$ cat src/rtl/sampler_capture_ctrl.sv
// sampler_capture_ctrl: run sequencer that arms a capture, clears the sampler, waits for a masked trigger, captures and drains
//   clk, rst            clock and synchronous active-high reset
//   i_start, i_abort    one-cycle run start / stop pulses
//   i_trig_mask/value   masked pattern compared against i_s every cycle while armed
//   i_post_count        strobes captured after the trigger, 0 runs until abort/overflow
//   i_s                 synchronized channel data
//   i_sample_strobe     sampler strobe, already gated by o_sampler_enable
//   i_pipeline_busy     serializer/compressor still emitting
//   i_overflow          sampler output overflow
//   o_sampler_enable    strober enable
//   o_sampler_clear     one-cycle pipeline/timer clear
//   o_state             FSM state code
//   o_triggered, o_done, o_ovf_stop   sticky run status flags
//   o_sample_count      strobes counted since the trigger
module sampler_capture_ctrl #(
    parameter int W     = 16,
    parameter int CNT_W = 32,
    parameter int DRAIN = 4
) (
    input  logic             clk,
    input  logic             rst,
    input  logic             i_start,
    input  logic             i_abort,
    input  logic [W-1:0]     i_trig_mask,
    input  logic [W-1:0]     i_trig_value,
    input  logic [CNT_W-1:0] i_post_count,
    input  logic [W-1:0]     i_s,
    input  logic             i_sample_strobe,
    input  logic             i_pipeline_busy,
    input  logic             i_overflow,
    output logic             o_sampler_enable,
    output logic             o_sampler_clear,
    output logic [2:0]       o_state,
    output logic             o_triggered,
    output logic             o_done,
    output logic             o_ovf_stop,
    output logic [CNT_W-1:0] o_sample_count
);
    typedef enum logic [2:0] {
        S_IDLE    = 3'd0,
        S_CLEAR   = 3'd1,
        S_ARMED   = 3'd2,
        S_CAPTURE = 3'd3,
        S_DRAIN   = 3'd4,
        S_DONE    = 3'd5
    } state_t;

    localparam int IW = $clog2(DRAIN + 1);

    state_t           r_state;
    logic             r_en;
    logic             r_clr;
    logic             r_trig;
    logic             r_done;
    logic             r_ovf;
    logic [CNT_W-1:0] r_count;
    logic [IW-1:0]    r_idle;
    logic             w_match;
    logic             w_last;

    assign w_match = ((i_s ^ i_trig_value) & i_trig_mask) == '0;
    // the strobe that brings the count up to post_count ends the capture on the same edge
    assign w_last  = i_sample_strobe && (i_post_count != '0) && (r_count == i_post_count - CNT_W'(1));

    always_ff @(posedge clk) begin
        if (rst) begin
            r_state <= S_IDLE;
            r_en    <= 1'b0;
            r_clr   <= 1'b0;
            r_trig  <= 1'b0;
            r_done  <= 1'b0;
            r_ovf   <= 1'b0;
            r_count <= '0;
            r_idle  <= '0;
        end else begin
            r_clr <= 1'b0;
            case (r_state)
                S_IDLE, S_DONE: begin
                    if (!i_abort && i_start) begin
                        r_state <= S_CLEAR;
                        r_clr   <= 1'b1;
                        r_trig  <= 1'b0;
                        r_done  <= 1'b0;
                        r_ovf   <= 1'b0;
                        r_count <= '0;
                    end
                end
                S_CLEAR: r_state <= i_abort ? S_IDLE : S_ARMED;
                S_ARMED: begin
                    if (i_abort) begin
                        r_state <= S_IDLE;
                    end else if (w_match) begin
                        r_state <= S_CAPTURE;
                        r_trig  <= 1'b1;
                        r_en    <= 1'b1;
                    end
                end
                S_CAPTURE: begin
                    // a strobe arriving with abort/overflow was already taken by the strober, so it still counts
                    if (i_sample_strobe) r_count <= r_count + CNT_W'(1);
                    r_idle <= '0;
                    if (i_abort || i_overflow || w_last) begin
                        r_state <= S_DRAIN;
                        r_en    <= 1'b0;
                    end
                    if (!i_abort && i_overflow) r_ovf <= 1'b1;
                end
                S_DRAIN: begin
                    r_idle <= i_pipeline_busy ? '0 : r_idle + IW'(1);
                    if (!i_pipeline_busy && r_idle == IW'(DRAIN - 1)) begin
                        r_state <= S_DONE;
                        r_done  <= 1'b1;
                    end
                end
                default: begin
                    r_state <= S_IDLE;
                    r_en    <= 1'b0;
                end
            endcase
        end
    end

    assign o_sampler_enable = r_en;
    assign o_sampler_clear  = r_clr;
    assign o_state          = r_state;
    assign o_triggered      = r_trig;
    assign o_done           = r_done;
    assign o_ovf_stop       = r_ovf;
    assign o_sample_count   = r_count;
endmodule

$ cat config.mk
export PLATFORM = sky130hd
export DESIGN_NAME = sampler_capture_ctrl
export DESIGN_NICKNAME = d
export VERILOG_FILES = /design/src/rtl/sampler_capture_ctrl.sv
export SDC_FILE = /design/constraint.sdc
export NUM_CORES = 1
export LEC_CHECK = 0
export CORE_MARGIN = 4
export CORE_UTILIZATION = 42
export CTS_CLUSTER_DIAMETER = 40
export CTS_CLUSTER_SIZE = 14
export DETAILED_ROUTE_END_ITERATION = 12
export PLACE_DENSITY_LB_ADDON = 0.3
export SYNTH_ARGS = -nofsm -noshare
export SYNTH_HDL_FRONTEND = slang
export SYNTH_SLANG_ARGS = --single-unit
$ cat constraint.sdc
create_clock -name clk -period 3.33 [get_ports clk]
set_input_delay 0.8325 -clock clk [delete_from_list [all_inputs] [get_ports clk]]
set_output_delay 0.8325 -clock clk [all_outputs]
set_load 0.05 [all_outputs]
==> impl_metrics.env <==
export IMPL_r2r_start="o_sample_count[26]"
export IMPL_cp_required_ns=3.53
export IMPL_worstHoldPathType="reg -> reg"
export IMPL_synth_edff_count=0
export IMPL_fmax_mhz=297.7
export IMPL_die_area_mm2=0.01016
export IMPL_synth_distinct_cells=62
export IMPL_crit_start="i_post_count[13]"
export IMPL_min_period_ns=3.359
export IMPL_synth_top_family_by_area="simple AND/OR/NAND/NOR gates"
export IMPL_finalSetupViolations=2
export IMPL_violations="setup timing"
export IMPL_fin_nets=775
export IMPL_crit_top_cell="buf_4"
export IMPL_r2r_slack_ns=0.70
export IMPL_arrival_ns=3.56
export IMPL_path_class="in -> reg"
export IMPL_maxCapViolations=0
export IMPL_fin_skew_ns=0.01168
export IMPL_htreeDepth=2
export IMPL_power_total_mw=1.427
export IMPL_via_per_inst=5.641
export IMPL_grt_max_degree=19
export IMPL_coreArea_mm2=0.008299
export IMPL_dpl_hpwl_um=9646
export IMPL_clock_path_buffers=2
export IMPL_drtAntennaViolNets=0
export IMPL_io_pins=127
export IMPL_cpPeakStageDelay_ns=0.51
export IMPL_cp_end_kind="flop"
export IMPL_synthTopCellsByArea="dfxtp_1 24%, xor2_1 12%, xnor2_1 6.1%"
export IMPL_endpoint="o_sampler_enable"
export IMPL_reg2reg_to="o_sampler_enable"
export IMPL_drv_slew=0
export IMPL_port_buffers=126
export IMPL_netlist_area_leader_share=0.2379
export IMPL_grt_pass1_wl_um=19960
export IMPL_reg2reg_depth=9
export IMPL_period_share=1.009
export IMPL_remaining_drc_errors=0
export IMPL_synth_xor_area_frac=0.1881
export IMPL_syn2layout_area_growth_pct=67.36
export IMPL_netlist_instances=476
export IMPL_relSlewSlack=0.6516
export IMPL_antenna_found_initial=0
export IMPL_drive_above_1_share=0.2091
export IMPL_leakage_nw=2.404
export IMPL_synthTopCellsByCount="58 x nor2_1, 50 x xor2_1, 43 x dfxtp_1, 33 x nand2_1, 25 x xnor2_1"
export IMPL_cts_reportedPaths_clkPinSlew_ns=0.09
export IMPL_yosysWarnings=0
export IMPL_post_synth_top_count_cell="nor2_1"
export IMPL_wl_per_cell_um=15.96
export IMPL_power_per_cell_area_mw_per_mm2=235.6
export IMPL_drt_total_wl_um=12590
export IMPL_setup_tns_final_ns=-0.04039
export IMPL_initial_utilization=0.4360
export IMPL_synthArstFlopShare=0
export IMPL_grt_pass1_vias=4357
export IMPL_crit_fanout=5
export IMPL_yosys_most_used_dff="dfxtp_1"
export IMPL_synth_compound_area_frac=0.1518
export IMPL_die_h_um=100.8
export IMPL_dr_pass1_iters=7
export IMPL_crit_chain="clkdlybuf4s50_1, buf_4, nor4_4, nand4_1, buf_4, or4_1, a211oi_2, or3_1, and3_1, a21oi_2, o211a_1"
export IMPL_postCtsHoldBufs=0
export IMPL_cp_slowest_cell="or4_1"
export IMPL_n_fill_cell=618
export IMPL_drt_iter0_drc=275
export IMPL_cts_sinks=43
export IMPL_die_w_um=100.8
export IMPL_layout_setup_ws_ns=-0.02929
export IMPL_cts_root_buffer="clkbuf_8"
export IMPL_vias=4451
export IMPL_yosysTopAreaCell="dfxtp_1"
export IMPL_synthAdderAreaFrac=0.01729
export IMPL_rows=33
export IMPL_cts_tree="yes"
export IMPL_seq_area_frac_synth=0.2379
export IMPL_cp_start_kind="input port"
export IMPL_final_hold_viol_count=0
export IMPL_muxShareOfSynthArea=0.008299
export IMPL_grt_total_usage=0.2389
export IMPL_n_antenna_cell=0
export IMPL_ir_drop_mv=0.2285
export IMPL_syn_nets=568
export IMPL_clkLatencyLatePin_ns=0.31
export IMPL_syn_avg_cell_area_um2=7.602
export IMPL_synth_simple_area_share=0.3631
export IMPL_place_gp_congestion=0.8586
export IMPL_worst_pin_slew_ns=0.5179
export IMPL_outcome="finished with violations"
export IMPL_cts_buffers=5
export IMPL_syn_area_mm2=0.003618
export IMPL_ys_ff_latch=43
export IMPL_grt_ovfl_total=0
==> per-layer routing <==
| layer | part of all wire | up-vias | global-route usage | wire (um) |
|---|---|---|---|---|
| li1 | - | 2148 | - | - |
| met1 | 0.41 | 2080 | 0.2964 | 5118 |
| met2 | 0.50 | 186 | 0.4213 | 6341 |
| met3 | 0.070 | 37 | 0.04498 | 880 |
| met4 | 0.020 | 0 | 0.06321 | 250 |
| met5 | 0 | - | 0 | 0 |
==> kinds of logic after synthesis <==
| group | after synthesis |
|---|---|
| DFF | 43 |
| muxes | 3 |
| adders and majority gates | 5 |
| buffers and inverters | 30 |
| xor gates and xnor gates | 76 |
| AOI/OAI and AO/OA | 80 |
| and+or+nand+nor | 239 |
==> critical path, delay by kind of cell <==
kind	cells	cell delay, ns
AOI/OAI and AO/OA	3	0.55
and+or+nand+nor	5	1.33
buffers and inverters	3	0.84
==> layout make-up <==
cell class	instances	area, um^2	area share
clock buffers	6	72.57	0.01198
clock inverters	2	60.06	0.009917
inverters	13	48.80	0.008058
multi-input cells	403	2892	0.4775
flip-flops and latches	43	860.8	0.1421
well taps	105	131.4	0.02169
repair buffers	217	1991	0.3287
==> report_power, final <==
group	switching (mW)	total, mW	leakage (nW)	internal [mW]
registers	0.0109	0.530	0.347	0.519
clock network	0.200	0.500	0.0654	0.300
logic	0.183	0.397	1.99	0.214
total	0.394	1.43	2.40	1.03
==> worst min path at each step <==
stage | slack [ns] | startpoint | end | cells past startpoint
floorplan | 0.49 | r_idle[2] | r_idle[2] | 2
global placement | 0.46 | o_ovf_stop | o_ovf_stop | 2
detailed placement | 0.48 | o_done | o_done | 2
CTS | 0.49 | o_done | o_done | 2
global route | 0.52 | o_done | o_done | 2
finish | 0.49 | o_ovf_stop | o_ovf_stop | 2
==> cells in the final DEF (no fill, tap or decap), drive strengths merged, types with 4 or more instances in the layout <==
cell           count
nand4             15
nor4b              4
or3               12
dlymetal6s2s      14
nand4b             5
a21oi             24
xnor2             25
a22oi              9
o21a               4
and3               9
nor2              58
xor2              50
nor4              18
dfxtp             43
nand2             34
or4               10
ha                 5
nor2b              7
o21ai             15
nand3             20
a211oi             4
nor3              23
clkdlybuf4s50    107
buf               91
clkbuf             6
and2               5
inv               13
==> sequential cells by signal, summed over array words and instances, names as in the netlist <==
signal / cells
o_done: 1
o_triggered: 1
o_sampler_enable: 1
o_sampler_clear: 1
r_idle: 3
o_state: 3
o_ovf_stop: 1
o_sample_count: 32
==> timing repair <==
item | in CTS | in global routing
pin swaps | 23 | 22
endpoints found under the setup margin | 4 | 4
resized for setup | 34 | 41
buffers inserted | 5 | 5
==> per-stage QoR <==
stage	utilization	hold WS, ns	instance area [um^2]	setup WS (ns)	cells
after floorplan	-	0.4900	3618	0.08488	476
after global placement	0.6692	0.4593	5554	-0.5055	772
after detailed placement	0.6692	0.4767	5554	-0.5518	772
after CTS	0.7035	0.4950	5838	0.01201	784
after global routing	0.7297	0.5232	6056	-0.07955	789
final	0.7297	0.4913	6056	-0.02929	789
Note: power is estimated with default switching activity, not from simulation.
